## src/rtl/gpu_pixel_fifo_pkg.sv

```systemverilog
// Shared geometry and entry-format definitions for the GPU pixel FIFO.
// Entry layout, MSB first: {last, x, y, r, g, b}.
package gpu_pixel_fifo_pkg;

  localparam int GPU_WIDTH_BITS   = 10;
  localparam int GPU_HEIGHT_BITS  = 9;
  localparam int GPU_CHANNEL_BITS = 8;
  localparam int GPU_SCREEN_W     = 640;
  localparam int GPU_SCREEN_H     = 480;
  localparam int GPU_FIFO_DEPTH   = 16;

  function automatic int pixel_entry_bits(input int w, input int h, input int c);
    return 1 + w + h + 3 * c;
  endfunction

  localparam int GPU_PIXEL_ENTRY_BITS =
    pixel_entry_bits(GPU_WIDTH_BITS, GPU_HEIGHT_BITS, GPU_CHANNEL_BITS);

endpackage

```

## src/rtl/gpu_pixel_fifo_ram.sv

```systemverilog
// Pixel storage: register array with a synchronous write port and an
// asynchronous read port. Contents are deliberately not reset.
module gpu_fifo_ram #(
  parameter int DEPTH   = 16,
  parameter int ENTRY_W = 44,
  parameter int ADDR_W  = $clog2(DEPTH)
) (
  input  logic               clk,
  input  logic               i_wr_en,
  input  logic [ADDR_W-1:0]  i_wr_addr,
  input  logic [ENTRY_W-1:0] i_wr_data,
  input  logic [ADDR_W-1:0]  i_rd_addr,
  output logic [ENTRY_W-1:0] o_rd_data
);

  logic [ENTRY_W-1:0] r_mem [DEPTH];

  always_ff @(posedge clk) begin
    if (i_wr_en) begin
      r_mem[i_wr_addr] <= i_wr_data;
    end
  end

  assign o_rd_data = r_mem[i_rd_addr];

endmodule

```

## src/rtl/gpu_pixel_fifo.sv

```systemverilog
// Pixel-stream buffer between the rasteriser (no stall) and the frame writer.
// Head entry is registered; lost pixels are flagged in a sticky overflow bit.
module gpu_pixel_fifo
  import gpu_pixel_fifo_pkg::*;
#(
  parameter int WIDTH_BITS   = GPU_WIDTH_BITS,
  parameter int HEIGHT_BITS  = GPU_HEIGHT_BITS,
  parameter int CHANNEL_BITS = GPU_CHANNEL_BITS,
  parameter int DEPTH        = GPU_FIFO_DEPTH,
  parameter int SCREEN_W     = GPU_SCREEN_W,
  parameter int SCREEN_H     = GPU_SCREEN_H,
  parameter int OVERWRITE    = 0
) (
  input  logic                      clk,
  input  logic                      n_rst,
  input  logic [WIDTH_BITS-1:0]     x_i,
  input  logic [HEIGHT_BITS-1:0]    y_i,
  input  logic [CHANNEL_BITS-1:0]   r_i,
  input  logic [CHANNEL_BITS-1:0]   g_i,
  input  logic [CHANNEL_BITS-1:0]   b_i,
  input  logic                      data_avail_i,
  output logic [WIDTH_BITS-1:0]     x_o,
  output logic [HEIGHT_BITS-1:0]    y_o,
  output logic [CHANNEL_BITS-1:0]   r_o,
  output logic [CHANNEL_BITS-1:0]   g_o,
  output logic [CHANNEL_BITS-1:0]   b_o,
  output logic                      last_o,
  output logic                      valid_o,
  input  logic                      ready_i,
  output logic [$clog2(DEPTH):0]    count_o,
  output logic                      full_o,
  output logic                      overflow_o,
  input  logic                      clear_ovf_i
);

  localparam int PTR_W   = $clog2(DEPTH);
  localparam int CNT_W   = PTR_W + 1;
  localparam int ENTRY_W = pixel_entry_bits(WIDTH_BITS, HEIGHT_BITS, CHANNEL_BITS);

  localparam logic [CNT_W-1:0]       LP_DEPTH_CNT = CNT_W'(DEPTH);
  localparam logic [WIDTH_BITS-1:0]  LP_X_LAST    = WIDTH_BITS'(SCREEN_W - 1);
  localparam logic [HEIGHT_BITS-1:0] LP_Y_LAST    = HEIGHT_BITS'(SCREEN_H - 1);
  localparam logic                   LP_OVERWRITE = (OVERWRITE != 0);

  logic [PTR_W-1:0]   r_rd_ptr;
  logic [PTR_W-1:0]   r_wr_ptr;
  logic [CNT_W-1:0]   r_count;
  logic               r_valid;
  logic               r_full;
  logic               r_ovf;
  logic [ENTRY_W-1:0] r_head;

  logic [PTR_W-1:0]   w_rd_ptr_nxt;
  logic [PTR_W-1:0]   w_wr_ptr_nxt;
  logic [CNT_W-1:0]   w_count_nxt;
  logic [ENTRY_W-1:0] w_head_nxt;
  logic [ENTRY_W-1:0] w_wr_entry;
  logic [ENTRY_W-1:0] w_ram_rd;
  logic               w_last_in;
  logic               w_pop;
  logic               w_ovf_evt;
  logic               w_wr_en;
  logic               w_rd_adv;

  assign w_last_in  = (x_i == LP_X_LAST) && (y_i == LP_Y_LAST);
  assign w_wr_entry = {w_last_in, x_i, y_i, r_i, g_i, b_i};

  // A push into a full FIFO with no pop is an overflow; in overwrite mode the
  // oldest entry is retired so the new one can take its slot.
  assign w_pop     = r_valid & ready_i;
  assign w_ovf_evt = data_avail_i & r_full & ~w_pop;
  assign w_wr_en   = data_avail_i & (~r_full | w_pop | LP_OVERWRITE);
  assign w_rd_adv  = w_pop | (w_ovf_evt & LP_OVERWRITE);

  always_comb begin
    w_rd_ptr_nxt = r_rd_ptr;
    w_wr_ptr_nxt = r_wr_ptr;
    w_count_nxt  = r_count;
    if (w_rd_adv) begin
      w_rd_ptr_nxt = r_rd_ptr + PTR_W'(1);
    end
    if (w_wr_en) begin
      w_wr_ptr_nxt = r_wr_ptr + PTR_W'(1);
    end
    case ({w_wr_en, w_rd_adv})
      2'b10:   w_count_nxt = r_count + CNT_W'(1);
      2'b01:   w_count_nxt = r_count - CNT_W'(1);
      default: w_count_nxt = r_count;
    endcase
  end

  // The new head slot may be the one being written on this same edge.
  always_comb begin
    w_head_nxt = w_ram_rd;
    if (w_wr_en && (w_rd_ptr_nxt == r_wr_ptr)) begin
      w_head_nxt = w_wr_entry;
    end
  end

  gpu_fifo_ram #(
    .DEPTH   (DEPTH),
    .ENTRY_W (ENTRY_W),
    .ADDR_W  (PTR_W)
  ) u_ram (
    .clk       (clk),
    .i_wr_en   (w_wr_en),
    .i_wr_addr (r_wr_ptr),
    .i_wr_data (w_wr_entry),
    .i_rd_addr (w_rd_ptr_nxt),
    .o_rd_data (w_ram_rd)
  );

  always_ff @(posedge clk or negedge n_rst) begin
    if (!n_rst) begin
      r_rd_ptr <= '0;
      r_wr_ptr <= '0;
      r_count  <= '0;
      r_valid  <= 1'b0;
      r_full   <= 1'b0;
      r_ovf    <= 1'b0;
      r_head   <= '0;
    end else begin
      r_rd_ptr <= w_rd_ptr_nxt;
      r_wr_ptr <= w_wr_ptr_nxt;
      r_count  <= w_count_nxt;
      r_valid  <= (w_count_nxt != '0);
      r_full   <= (w_count_nxt == LP_DEPTH_CNT);
      r_head   <= w_head_nxt;
      if (w_ovf_evt) begin
        r_ovf <= 1'b1;
      end else if (clear_ovf_i) begin
        r_ovf <= 1'b0;
      end
    end
  end

  assign {last_o, x_o, y_o, r_o, g_o, b_o} = r_head;
  assign valid_o    = r_valid;
  assign count_o    = r_count;
  assign full_o     = r_full;
  assign overflow_o = r_ovf;

endmodule
```

## config.mk

```make
export PLATFORM = sky130hd
export DESIGN_NAME = gpu_pixel_fifo
export DESIGN_NICKNAME = d
export VERILOG_FILES = /design/src/rtl/gpu_pixel_fifo_pkg.sv /design/src/rtl/gpu_pixel_fifo_ram.sv /design/src/rtl/gpu_pixel_fifo.sv
export SDC_FILE = /design/constraint.sdc
export NUM_CORES = 1
export LEC_CHECK = 0
export CAP_MARGIN = 30
export CORE_MARGIN = 3
export CORE_UTILIZATION = 35
export CTS_BUF_LIST = sky130_fd_sc_hd__clkbuf_16
export DETAILED_ROUTE_END_ITERATION = 8
export PLACE_DENSITY = 0.59
export REMOVE_ABC_BUFFERS = 1
export SYNTH_ARGS = -nofsm -noshare
export SYNTH_HDL_FRONTEND = slang
export SYNTH_SLANG_ARGS = --single-unit
```

## constraint.sdc

```tcl
create_clock -name clk -period 5.7 [get_ports clk]
set_clock_uncertainty 0.1 [all_clocks]
set_input_delay 0.57 -clock clk [delete_from_list [all_inputs] [get_ports clk]]
set_output_delay 0.57 -clock clk [all_outputs]
set_load 0.005 [all_outputs]
```

# --- Yosys cells after proc, flatten, opt, wreduce, memory -nomap -nowiden ---
# Memories as Yosys holds them, arrays and structs flattened. A register that Yosys moved wholly into a read port is not among the register bits.
# Cells that the tools add are included.
totals:
  reg_bits: 16
  ram_bits: 704
  out_inout_bits: 52
  memories: 1
mem_list:
  columns: ["memory", "depth", "width", "read_ports", "rd_ports_with_merged_regs", "wr", "line", "rtl"]
  rows:
  - ["u_ram.r_mem", 16, 44, 1, 1, 1, "gpu_pixel_fifo_ram.sv:16", "logic [ENTRY_W-1:0] r_mem [DEPTH];"]
op_classes:
  n_addsub: 4
  eq_ne: 5
  n_mux: 6
  n_bitwise: 7
  reduce_logical: 4
ops:
  columns: ["cell", "count"]
  rows:
  - ["10-bit equality test (second input constant)", 1]
  - ["5-bit one-hot mux with 2 select lines", 1]
  - ["9-bit equality test (second input constant)", 1]
  - ["4-bit by 1-bit adder with 4-bit output (second input constant)", 2]
  - ["5-bit by 1-bit adder with 5-bit output (second input constant)", 1]
  - ["5-bit equality test (second input constant)", 1]
  - ["5-bit nonzero test", 1]
  - ["5-bit by 1-bit subtractor with 5-bit output (second input constant)", 1]
  - ["1-bit AND", 4]
  - ["1-bit two-way mux", 4]
  - ["4-bit two-way mux", 1]
  - ["2-bit by 1-bit equality test with 1-bit output (second input constant)", 1]
  - ["2-bit equality test (second input constant)", 1]
  - ["1-bit inverter", 2]
  - ["2-bit nonzero test", 1]
  - ["1-bit logical AND", 1]
  - ["1-bit logical NOT", 1]
  - ["1-bit bitwise OR", 1]

# --- Logic depth before layout (Yosys ltp) ---
# Gate-level depths: netlist of run 1.
logic_depth:
  ltp_word: 6
  depth_mapped: 13

# --- Hierarchy ---
# Synthesis of run 1 repeated with hierarchy kept, for this count alone.
hier_totals:
  hier_cells: 1287
  area_unflattened_um2: 29173.0
modules_own_cells:
  columns: ["module", "n_inst", "cells_each", "area_per_inst_um2", "seq_area_each_um2"]
  rows:
  - ["gpu_fifo_ram", 1, 1098, 26387.8, 21140.3]
  - ["gpu_pixel_fifo", 1, 189, 2785.2, 1501.4]

# --- Worst setup path after synthesis of run 1 ---
# Ideal clock, no wire load.
synth_path:
  path_type: "input to register"
  startpoint: "input port ready_i"
  endpoint: "memory u_ram.r_mem[3][0], enable pin"
  setup_ns: 0.500
  arrival_ns: 4.464
  setup_slack_ns: 0.636
  cell_stages: 5
  n_path_buf: 1
  path_cell_list: "buf_6 > nand2_4 > a21oi_1 > nand2_1 > nor3_1"
synth_between:
  elab_chain_len: 5
synth_rtl:
  columns: ["item", "line", "rtl"]
  rows:
  - ["start: declaration", "gpu_pixel_fifo.sv:29", "input logic ready_i,"]
  - ["1-bit AND", "gpu_pixel_fifo.sv:70", "assign w_pop = r_valid & ready_i;"]
  - ["1-bit bitwise OR", "gpu_pixel_fifo.sv:72", "assign w_wr_en = data_avail_i & (~r_full | w_pop | LP_OVERWRITE);"]
  - ["1-bit AND", "gpu_pixel_fifo.sv:72", null]
  - ["1-bit two-way mux", "gpu_pixel_fifo_ram.sv:19", "if (i_wr_en) begin"]
  - ["1-bit two-way mux (implied by the code)", "gpu_pixel_fifo_ram.sv:20", "r_mem[i_wr_addr] <= i_wr_data;"]
  - ["end: declaration", "gpu_pixel_fifo_ram.sv:16", null]
# Every way passes these cells.

# --- Worst setup path in the final report of run 1 ---
layout_path:
  startpoint: "register r_rd_ptr[0]"
  endpoint: "register r_head[29] (read register of u_ram.r_mem)"
layout_between:
  elab_chain_len: 2
layout_rtl:
  columns: ["item", "line", "rtl"]
  rows:
  - ["start: declaration", "gpu_pixel_fifo.sv:45", "logic [PTR_W-1:0] r_rd_ptr;"]
  - ["start signal: assignment", "gpu_pixel_fifo.sv:123", "r_rd_ptr <= w_rd_ptr_nxt;"]
  - ["4-bit by 1-bit adder with 4-bit output", "gpu_pixel_fifo.sv:80", "w_rd_ptr_nxt = r_rd_ptr + PTR_W'(1);"]
  - ["4-bit two-way mux", "gpu_pixel_fifo.sv:79", "if (w_rd_adv) begin"]
  - ["via u_ram.i_rd_addr[2]", "gpu_pixel_fifo_ram.sv:12", "input logic [ADDR_W-1:0] i_rd_addr,"]
  - ["end: declaration", "gpu_pixel_fifo.sv:51", "logic [ENTRY_W-1:0] r_head;"]
# The timed path passes the listed nets, and every way through them passes these cells.
# A chain may end at the register's enable or synchronous reset.

==> run metrics, run 1 <==
Setup CP Type=flip-flop to flip-flop; CP max FO=19; Req. time, crit path=6.07 ns; first-pass GRT wire length=106000 µm; Vias/cell=5.46; layout cell share with drive strength beyond 1=13.4%; critical path endpoint category=flip-flop; Final Cycle Share=68.4%; slew of the pin with the lowest slew margin=0.991 ns; CP bufs+invs=1; Slew Limit Fails=0; CP Cell Sequence=ha_1 > nand3_2 > xnor2_2 > or3_2 > buf_4 > a21oi_2 > nor4_1 > a21oi_1; Yosys warnings=0; clock latency on the worst-skew pair=0.63 ns; fillers=7148; CTS tree=yes; Rel. slew slack=33.9%; R2R setup slack=1.80 ns; Die Wd=292 µm; First DRT Iteration DRCs=1520; drt pass-1 iters=5; MaxCap Viol Count=0; worst-case clock buffer depth=3; # H-tree levels=3; largest net degree at the start of global routing=169; DRT Wirelength=70600 µm; leak pwr=10.7 nW; Die Height=292 µm; post-synthesis instance area=0.0287 mm²; unrepaired setup endpoints after global routing=false; Seq/Total Area, Yosys=78.8%; Area Growth Syn to Fin=17.3%; Clock Pin Slew Worst Setup and Hold Paths=0.06 ns; CORE AREA=0.0809 mm²; Largest delay share family, worst path=simple AND/OR/NAND/NOR gates; io pins=100; Starting Density=35.5%; Mapped Cells=1655; vias in the first global route=15900; CTS Sinks=764; FF+latch count, synth=764; DRC Markers=0; initial antenna violation count=1; multi-input logic area=0.00545 mm²; Clock Tree Root=clkbuf_16; critical path launch point type=flip-flop; Arr. time, crit path=4.27 ns; Final Total Pwr=0.0186 W; CP max stage delay=0.82 ns; Final Hold Viols=0; drt wl/cell=24.3 µm; synth unique cells=59; Inserted Clock Buffers=78; post-route minimum period=3.90 ns; Post-DRT Antenna Nets=0; die area=0.0855 mm²; IO Port Bufs=99; Peak VDD IR=0.461 mV; # rows=104; post-cts resize count=0; total global-route track usage=16.3%; # setup viols final=0; Crit-path slowest cell=dfrtp_1; via count=15800; f_max=0.257 GHz; setup TNS=0 ns; HP Class=input pin to async pin; Congestion Overflow GR=0; final weighted congestion in routability-driven placement=0.772; HPWL after DPL=37900 µm; Nets=1829; sequential cell area=0.0226 mm²; outcome=completed; PwrDens=551 mW/mm²; Post-Syn Area per Cell=17.4 µm²
-- what timing repair did --
| action | CTS | global route |
|---|---|---|
| hold buffers | 1 | 0 |
| setup endpoints to repair | 0 | 0 |
| setup buffers | 0 | 0 |
| endpoints found under the hold margin | 23 | 0 |
-- sequential cells by signal, summed over array words and instances (netlist names) --
register / count
full_o: 1
overflow_o: 1
valid_o: 1
r_head: 44
u_ram.r_mem: 704
r_wr_ptr: 4
r_rd_ptr: 4
count_o: 5
-- cell usage after synthesis, drive strengths merged --
cell type | number | area, µm²
dlygate4sd1 | 4 | 35.0
mux4 | 4 | 90.1
nand4b | 2 | 17.5
a21o | 3 | 22.5
nand3b | 1 | 7.51
inv | 15 | 58.8
dlymetal6s2s | 3 | 37.5
o21a | 2 | 22.5
or4 | 1 | 7.51
a2111oi | 1 | 27.5
and2 | 1 | 8.76
nor4 | 43 | 269
nand2 | 10 | 45.0
o21ai | 6 | 33.8
a22oi | 336 | 2520
a222oi | 2 | 20.0
nor2b | 1 | 6.26
nor4bb | 1 | 10.0
o22ai | 2 | 12.5
ha | 8 | 100
nand4 | 3 | 18.8
clkbuf | 30 | 143
xor2 | 5 | 43.8
nor4b | 1 | 8.76
a21bo | 1 | 16.3
o211ai | 1 | 21.3
buf | 70 | 482
edfxtp | 704 | 21100
or3 | 2 | 17.5
and3 | 1 | 6.26
nor3b | 1 | 7.51
nand2b | 3 | 18.8
a21oi | 222 | 1260
mux2i | 14 | 190
a21boi | 1 | 11.3
xnor2 | 10 | 114
dfrtp | 60 | 1500
nor3 | 8 | 45.0
nand3 | 10 | 70.1
a22o | 2 | 17.5
o31ai | 1 | 7.51
nor2 | 59 | 221
-- metal layers --
metal  vias up  wire, µm  GRT usage [%]
met1      8142     30400           22.7
met5         -         0              0
li1       6991         -              -
met4         0      1740           5.33
met3       101      4780           2.84
met2       597     33700           26.0
-- through the flow --
step / worst slack (ns) / util, % / cell area, µm² / hold slack, ns / cells
after floorplan: 0.745 / - / 28000 / 0.174 / 1548
after global placement: 1.50 / 38.3 / 31000 / 0.412 / 2750
after detailed placement: 1.34 / 38.3 / 31000 / 0.418 / 2752
after CTS: 1.83 / 41.6 / 33700 / 0.369 / 2898
after global routing: 1.56 / 41.6 / 33700 / 0.420 / 2898
final: 1.80 / 41.6 / 33700 / 0.381 / 2899
-- where the power goes --
group	total (W)	leakage (nW)	switching, W	internal [W]
registers	0.00724	7.12	0.000350	0.00689
clock network	0.00523	1.36	0.00213	0.00310
logic	0.00609	2.19	0.00390	0.00219
total	0.0186	10.7	0.00637	0.0122
-- area by class of cell --
cell class	count	share of cell area [%]
diodes	1	0.00743
clock buffers	78	5.80
clock inverters	67	2.10
inverters	15	0.175
multi-input cells	769	16.2
flip-flops and latches	764	67.2
well taps	1060	3.94
repair buffers	145	4.58
-- worst paths after layout --
check	end	depth (start not counted)	from
max	r_head[29]	8	r_rd_ptr[0]
min	r_head[10]	2	n_rst
max reg2reg	r_head[29]	8	r_rd_ptr[0]
min reg2reg	overflow_o	2	overflow_o
max in group asynchronous	r_head[30]	3	n_rst
min in group clk	overflow_o	2	overflow_o
-- cells by family (layout without fill, tap and decap cells) --
logic type	after synthesis	after routing	synth area share, %
AO/OA/AOI/OAI	580	580	13.9
XOR/XNOR	15	15	0.549
adder cells (fa/ha/maj)	8	8	0.349
buffers and inverters	122	305	2.63
flip-flops	764	764	78.8
multiplexers	18	18	0.976
other	0	1	0
AND/OR/NAND/NOR	148	148	2.74
-- layout by cell type, fill, tap and decap left out, types with 5 or more instances in the layout --
cell type	instances
nand2_1	9
a21oi_1	182
xnor2_1	8
nor3_2	5
nor2_4	12
a22oi_1	336
bufinv_16	13
a21oi_2	40
edfxtp_1	704
clkdlybuf4s50_1	98
xor2_1	5
buf_12	15
nor4_1	42
clkinv_2	12
dfrtp_1	60
nand3_1	6
ha_1	8
nor2_1	47
clkinv_1	12
buf_4	30
mux2i_1	10
inv_1	30
clkinv_8	5
clkbuf_16	78
Power figures use the tool's default switching activity.
==> inputs of run 2 (changes only) <==
==> constraint.sdc (replaced) <==
create_clock -name clk -period 3.9 [get_ports clk]
set_clock_uncertainty 0.1 [all_clocks]
set_input_delay 0.39 -clock clk [delete_from_list [all_inputs] [get_ports clk]]
set_output_delay 0.39 -clock clk [all_outputs]
set_load 0.005 [all_outputs]
==> run metrics, run 2 (synthesized netlist as in run 1, its figures left out) <==
Vias/cell=5.45; R2R setup slack=0.93 ns; clock latency on the worst-skew pair=0.61 ns; routing usage on met3=3.13%; # Post-CTS Setup Buffers=0; f_max=0.337 GHz; Hold Worst Slack=0.189 ns; # rows=104; outcome=completed; worst r2r path cells=12; dpl ws=0.493 ns; # H-tree levels=3; Post-DRT Antenna Nets=0; Arr. time, crit path=3.35 ns; CP max FO=8; HPWL after DPL=36400 µm; Slew Limit Fails=0; post-route minimum period=2.97 ns; P_int=0.0175 W; gr busiest metal=met2; Setup CP Type=flip-flop to flip-flop; CP bufs+invs=1; Largest register FFs=704; Comb power frac=34.3%; Clock Pin Slew Worst Setup and Hold Paths=0.06 ns; switching power=0.00924 W; Area Growth Syn to Fin=17.5%; HP Class=input pin to async pin; critical path launch point type=flip-flop; slew of the pin with the lowest slew margin=0.695 ns; worst-case clock buffer depth=3; Clock power frac=26.3%; non-filler cells in the finished layout=2921; sw frac=34.6%; CTS Sinks=764; drt wl/cell=24.5 µm; commonest non-fill, non-tap cells in the layout=edfxtp_1 (704), a22oi_1 (336), a21oi_1 (182), clkdlybuf4s50_1 (98), clkbuf_16 (80); # setup viols final=0; Reg-to-Reg End=valid_o; Req. time, crit path=4.29 ns; DRT Wirelength=71400 µm; drt pass-1 iters=6; Die Height=292 µm; Largest delay share family, worst path=simple AND/OR/NAND/NOR gates; leak pwr=10.7 nW; CP max stage delay=0.57 ns; IO Port Bufs=99; unrepaired setup endpoints after global routing=false; GRT met2 Usage=26.9%; Inserted Clock Buffers=78; Critical R2R Launch=valid_o; Crit-path slowest cell=dfrtp_1; io pins=100; Starting Density=35.5%; Die Wd=292 µm; met1 usage=22.7%; largest reg by FF count=u_ram.r_mem; Cells after DPL=2773; CTS tree=yes; First DRT Iteration DRCs=1416; CORE AREA=0.0809 mm²; DRC Markers=0; MaxCap Viol Count=0; initial antenna violation count=3; layout cell share with drive strength beyond 1=13.9%; Final WS setup=0.932 ns; commonest non-fill, non-tap cell in the layout=edfxtp_1; setup TNS=0 ns; post-route cell area=0.0337 mm²; vias in the first global route=16200; total global-route track usage=16.5%; fillers=7181; Final Hold Viols=0; first-pass GRT wire length=106000 µm; die area=0.0855 mm²; PwrDens=791 mW/mm²; CP Cell Sequence=nand2_4 > a21oi_1 > inv_1 > ha_1 > xor2_1 > ha_1 > nor4bb_1 > a21oi_1 > o21a_1 > nor2_1 > xnor2_1 > nand3_1; final weighted congestion in routability-driven placement=0.758; via count=15900; Clock Tree Root=clkbuf_16; critical path endpoint category=flip-flop; Peak VDD IR=0.854 mV; Rel. slew slack=53.6%; Nets=1850; Congestion Overflow GR=0; Final Cycle Share=76.1%; Flop pwr share=39.4%; largest net degree at the start of global routing=98; Levels on crit path=12; placed inst area=0.0313 mm²
-- run 2: what timing repair did --
action	CTS	global route
hold buffers	1	0
resized for setup	0	0
endpoints found under the hold margin	19	0
-- run 2: metrics by stage --
step | total power, W | utilization (%)
6_report | 0.0267 | 41.7
5_1_grt | 0.0281 | 41.7
4_1_cts | 0.0269 | 41.7
3_5_place_dp | 0.0199 | 38.7
3_3_place_gp | 0.0198 | 38.7
2_1_floorplan | 0.0160 | -
-- run 2: worst max path at each step --
stage	startpoint	end	slack [ns]
4_1_cts	valid_o	valid_o	0.96
2_1_floorplan	valid_o	u_ram.r_mem[3][0]	-1.05
6_report	valid_o	valid_o	0.93
3_5_place_dp	ready_i	valid_o	0.49
3_3_place_gp	ready_i	valid_o	0.53
5_1_grt	valid_o	valid_o	0.65
-- run 2: layout make-up --
cell class | count | area (µm²) | area share (%)
Tap cell | 1060 | 1330 | 3.93
Antenna cell | 2 | 5.00 | 0.0148
Clock buffer | 80 | 2000 | 5.93
Clock inverter | 65 | 413 | 1.22
Timing Repair Buffer | 166 | 1840 | 5.47
Sequential cell | 764 | 22600 | 67.1
Multi-Input combinational cell | 769 | 5450 | 16.1
Inverter | 15 | 58.8 | 0.174
-- run 2: power by group through the flow --
stage | Sequential [W] | Clock (W) | Combinational, W
global route | 0.0106 | 0.00752 | 0.00992
global placement | 0.0107 | 0 | 0.00908
finish | 0.0105 | 0.00702 | 0.00915
detailed placement | 0.0107 | 0 | 0.00920
floorplan | 0.0106 | 0 | 0.00540
CTS | 0.0105 | 0.00717 | 0.00923
-- run 2: layer usage --
| layer | wire length [µm] | share of wire, % |
|---|---|---|
| met4 | 1430 | 2.0 |
| met2 | 34300 | 48 |
| met1 | 30600 | 43 |
| met3 | 5160 | 7.2 |
| met5 | 13 | 0.018 |
